### src/rtl/enc16_dual_rail.sv
// Dual-rail 16-to-4 one-hot encoder with a valid/ready handshake.
// Rejected input words pulse err and bump a saturating error counter.
module enc16_dual_rail #(
    parameter bit REQUIRE_SPACER = 1'b1
) (
    input  logic        CK,
    input  logic        RN,
    input  logic [15:0] y,
    input  logic [15:0] ybar,
    input  logic        in_valid,
    output logic        in_ready,
    output logic [3:0]  q,
    output logic [3:0]  qbar,
    output logic        out_valid,
    input  logic        out_ready,
    output logic        err,
    output logic [7:0]  err_cnt
);

    typedef enum logic [1:0] {
        IDLE   = 2'd0,
        OUT    = 2'd1,
        SPACER = 2'd2
    } state_t;

    state_t      state_q, state_d;
    logic [3:0]  q_q, q_d;
    logic [3:0]  qbar_q, qbar_d;
    logic        err_q, err_d;
    logic [7:0]  err_cnt_q, err_cnt_d;

    logic        xfer;
    logic        is_code;
    logic        is_spacer;
    logic [3:0]  idx;

    assign is_spacer = (y == 16'h0000) && (ybar == 16'h0000);
    assign is_code   = (y != 16'h0000)
                     && ((y & (y - 16'd1)) == 16'h0000)
                     && (ybar == ~y);

    always_comb begin
        idx = 4'h0;
        for (int i = 0; i < 16; i++) begin
            if (y[i]) idx = i[3:0];
        end
    end

    assign in_ready = (state_q != OUT);
    assign xfer     = in_valid && in_ready;

    always_comb begin
        state_d   = state_q;
        q_d       = q_q;
        qbar_d    = qbar_q;
        err_d     = 1'b0;
        err_cnt_d = err_cnt_q;
        unique case (state_q)
            IDLE: begin
                if (xfer && is_code) begin
                    state_d = OUT;
                    q_d     = idx;
                    qbar_d  = ~idx;
                end else if (xfer && !is_spacer) begin
                    err_d = 1'b1;
                end
            end
            OUT: begin
                if (out_ready) begin
                    state_d = REQUIRE_SPACER ? SPACER : IDLE;
                    q_d     = 4'h0;
                    qbar_d  = 4'h0;
                end
            end
            SPACER: begin
                if (xfer && is_spacer) begin
                    state_d = IDLE;
                end else if (xfer) begin
                    err_d = 1'b1;
                end
            end
            default: begin
                state_d = IDLE;
                q_d     = 4'h0;
                qbar_d  = 4'h0;
            end
        endcase
        if (err_d && (err_cnt_q != 8'hFF)) begin
            err_cnt_d = err_cnt_q + 8'd1;
        end
    end

    always_ff @(posedge CK) begin
        if (!RN) begin
            state_q   <= IDLE;
            q_q       <= 4'h0;
            qbar_q    <= 4'h0;
            err_q     <= 1'b0;
            err_cnt_q <= 8'h00;
        end else begin
            state_q   <= state_d;
            q_q       <= q_d;
            qbar_q    <= qbar_d;
            err_q     <= err_d;
            err_cnt_q <= err_cnt_d;
        end
    end

    assign q         = q_q;
    assign qbar      = qbar_q;
    assign out_valid = (state_q == OUT);
    assign err       = err_q;
    assign err_cnt   = err_cnt_q;

endmodule

### config.mk
export PLATFORM = sky130hd
export DESIGN_NAME = enc16_dual_rail
export DESIGN_NICKNAME = d
export VERILOG_FILES = /design/src/rtl/enc16_dual_rail.sv
export SDC_FILE = /design/constraint.sdc
export NUM_CORES = 1
export LEC_CHECK = 0
export ABC_AREA = 1
export CAP_MARGIN = 10
export CORE_AREA = 2 2 66 74
export DETAILED_ROUTE_END_ITERATION = 12
export DIE_AREA = 0 0 68 76
export MAX_ROUTING_LAYER = met4
export PLACE_DENSITY_LB_ADDON = 0.2
export SLEW_MARGIN = 20
export SYNTH_ARGS = -nofsm -noshare
export SYNTH_HDL_FRONTEND = slang
export SYNTH_SLANG_ARGS = --single-unit
### constraint.sdc
create_clock -name CK -period 1.48 [get_ports CK]
set_input_delay 0.296 -clock CK [delete_from_list [all_inputs] [get_ports CK]]
set_output_delay 0.296 -clock CK [all_outputs]
set_load 0.005 [all_outputs]
==> key figures <==
Critical path
  • Critical path fanouts, max: 7
  • Destination of the worst register-to-register timing path: err_cnt[1]
  • Slack of the worst reg-to-reg path: -0.11 ns
  • Worst Setup End Kind: flop
  • Startpoint kind of the worst setup timing path: input port
  • Depth of the worst register-to-register path: 13
  • Source of the worst register-to-register timing path: state_q[0]
  • Setup CP Type: in -> reg
  • Worst EP required: 1.62 ns
  • Data arrival at the endpoint of the critical path: 1.78 ns

Die
  • DIE WIDTH: 68 um
  • IO Count: 55
  • Core box area: 4490 um2
  • Number of standard-cell rows in the floorplan: 26
  • Die height: 76 um
  • Full die area: 5170 um2
  • Initial core utilization: around 37%

Timing
  • Relative slew slack: between 60% and 70%
  • Final setup viols: 18
  • Final min period: 1.64 ns
  • Tcrit/Tclk final: 111%
  • Slew at the pin closest to its max-slew limit: 0.530 ns
  • Layout Skew: between 0.002 and 0.003 ns
  • Max-slew violation count: 0
  • Setup repair after global routing missed its margin: true
  • Number of hold-slack violations in the final timing report: 0
  • Achievable Freq: 611 MHz
  • Worst path setup slack after routing: -0.157 ns

Logic synthesis
  • Synthesized area per cell: 5.68 um2
  • Sequential-to-total area share from yosys stat: between 20% and 30%
  • Register bit total from synthesis: 19
  • Synthesized cell area: 1660 um2
  • Library cell occupying the most area in the post-synthesis netlist: nand2_1
  • Number of synthesized flops with an enable pin: 0
  • Area share of and/or/nand/nor cells after synthesis: 52.1%
  • Share of cell area taken by muxes after synthesis: 0%
  • Netlist cell types: 25
  • Synth warn: 0
  • Post-synthesis adder-cell area fraction: less than 1%
  • Mapped Cells: 292
  • Post-synthesis share of cell area spent on xor and xnor gates: 6.34%
  • Share of flip-flops with an asynchronous set or reset: 0%
  • Top cells by area in the synthesized netlist: nand2_1 (23%), dfxtp_1 (23%), nor2_1 (9.7%), inv_1 (8.8%), a21oi_1 (4.8%)
  • Net count of the mapped netlist: 329
  • Combinational family with the most area after synthesis: simple AND/OR/NAND/NOR gates
  • Post-synth top cells: nand2_1 (103), nor2_1 (43), inv_1 (39)
  • Synth Area in Compound Gates: 8.38%
  • Leading cell type by number of instances after synthesis: nand2_1
  • Fraction of post-synthesis cell area in the top cell type by area: 23.3%
  • Top flip-flop cell by instance count after synthesis: dfxtp_1

Placed design
  • Count of input and output buffers: 54
  • Pre-CTS setup slack: -0.888 ns
  • Post-Place Cell Area: ~2600 um2
  • Placed cell count: 433
  • Final estimated routing congestion in global placement: 0.847
  • DP Wirelength: 3680 um

Outcome
  • Outcome: finished, violations left
  • Failing checks: negative setup slack

Cells and area
  • Share of post-route cells with drive strength above 1: between 30% and 40%
  • Post-layout instance count excluding filler cells: about 450
  • # nets final: 434
  • Area growth from synthesis to layout: 68.1%
  • Final Cell Area: 2790 um2
  • ANT cells: 0
  • End-of-flow core utilization: 62.1%
  • Filler cells: roughly 430

Power
  • Sequential fraction of design power: 41.2%
  • Power density normalized to cell area: 454 nW/um2
  • Clock network power share: 28.2%
  • Switching share of power: 29.1%
  • Combinational power share: 30.6%
  • VDD IR-drop max: 0.477 mV
  • Reported net switching power: between 0.0003 and 0.0004 W
  • Cell Int Power: 0.000898 W
  • Leak Pwr: 1.32 nW
  • Overall power: 0.00127 W

Drt
  • Post-DR vias/cell: 4.70
  • Via count: 2125
  • Final antenna-violating net count: 0
  • Number of DRC violations after detailed-routing iteration 0: 88
  • Routed wire length: 4950 um
  • Total iterations of the first detailed-routing run: 4
  • Average wire length per cell after detail routing: between 10 and 15 um
  • Residual DRC count: 0

CTS
  • Clk slew on worst S/H paths: about 0.070 ns
  • Clock tree root buffer cell: clkbuf_8
  • Worst-Skew Late Latency: between 0.2 and 0.3 ns
  • Clock buffer depth: 2
  • H-tree lvl count: 1
  • Cts-stage hold buffer count: 0
  • Clock tree from TritonCTS: done
  • Number of CTS-inserted buffers: 3
  • Clock tree sinks: 19

Worst hold path
  • Number of cells on the worst hold path: 2
  • End of the worst hold path: qbar[0]
  • Worst min-delay path class: reg -> reg
  • Launch instance of the worst min-delay path: qbar[0]

Global route
  • Wire length of the first global-routing pass: 8680 um
  • GRT overflow: 0
  • Vias in the first global route: 2076
  • Maximum number of pins on one net before global-route repair: 19
  • Total Routing Usage GR: 21.2%
  • Antenna violations before repair: 0

Job
  • Number of max-capacitance violations reported: 0
==> per-stage QoR <==
stage / TNS, ns / hold WS, ns
floorplan: -1.02 / 0.416
global placement: -15.97 / 0.451
detailed placement: -15.81 / 0.457
CTS: -1.84 / 0.471
global route: -4.35 / 0.480
finish: -2.03 / 0.467
==> layout make-up <==
cell class                      count  area, um2  share of cell area [%]
Timing Repair Buffer              100        821                    29.5
Multi-Input combinational cell    232       1310                    46.9
Tap cell                           56       70.1                    2.51
Inverter                           41        154                    5.52
Sequential cell                    19        390                    14.0
Clock buffer                        4       45.0                    1.62
==> cells in the final DEF, fill, tap and decap left out, drive strengths merged <==
master and instances:
clkinv 2, nand3b 1, nand2 107, inv 39, clkdlybuf4s15 6, clkdlybuf4s50 15, buf 64, xor2 5
ha 1, dfxtp 19, o21ai 10, nor4 4, a21oi 17, nand4 10, clkbuf 6, nor3 3
xnor2 7, nand3 11, nor2 56, dlygate4sd2 13
==> layer usage <==
layer  GRT usage (%)  routed length, um  up-vias
met2            35.5               2520       57
met4            3.40                 17        0
met3            3.84                229        4
li1                -                  -     1121
met5               -                  0        -
met1            26.6               2190      943
==> state kept, by name, indices dropped and copies added, names as in the netlist <==
register	count
err	1
err_cnt	8
state_q	2
qbar	4
q	4
==> repair_timing <==
item | CTS | global route
pin swaps | 55 | 18
gates cloned | 1 | 0
gates resized for setup | 152 | 12
endpoints found under the setup margin | 28 | 20
buffers inserted | 14 | 0
==> worst max-delay path, cell delays in order <==
cell,delay (ns)
clkdlybuf4s15_1,0.20
inv_1,0.06
nand2_1,0.05
nand2_1,0.07
nand2_1,0.06
nor2_1,0.11
nand2_1,0.06
nor2_1,0.09
nand2_1,0.09
nor2_4,0.13
nand2_4,0.08
nand2_4,0.09
nand2_8,0.09
buf_6,0.15
nand4_1,0.06
a21oi_1,0.08
==> kinds of logic (layout without fill, tap and decap cells) <==
| kind of cell | count (synthesis) | after routing |
|---|---|---|
| compound gates | 27 | 27 |
| xor+xnor | 12 | 12 |
| fa+ha+maj | 1 | 1 |
| buf+inv | 42 | 145 |
| flops | 19 | 19 |
| simple gates | 191 | 192 |
==> power groups by stage <==
stage / sequential, W / clock [W] / combinational (W)
3_3_place_gp: 0.000532 / 0 / 0.000372
3_5_place_dp: 0.000532 / 0 / 0.000375
2_1_floorplan: 0.000535 / 0 / 0.000149
5_1_grt: 0.000521 / 0.000390 / 0.000428
6_report: 0.000521 / 0.000358 / 0.000388
4_1_cts: 0.000521 / 0.000365 / 0.000384
==> worst max-delay path by stage <==
stage	start	end	slack, ns
after floorplan	y[1]	qbar[1]	-0.09
after global placement	y[11]	qbar[1]	-0.90
after detailed placement	y[11]	err_cnt[1]	-0.89
after CTS	y[0]	state_q[0]	-0.17
after global routing	y[1]	qbar[1]	-0.27
final	ybar[4]	err_cnt[1]	-0.16
Power figures use the tool's default switching activity.
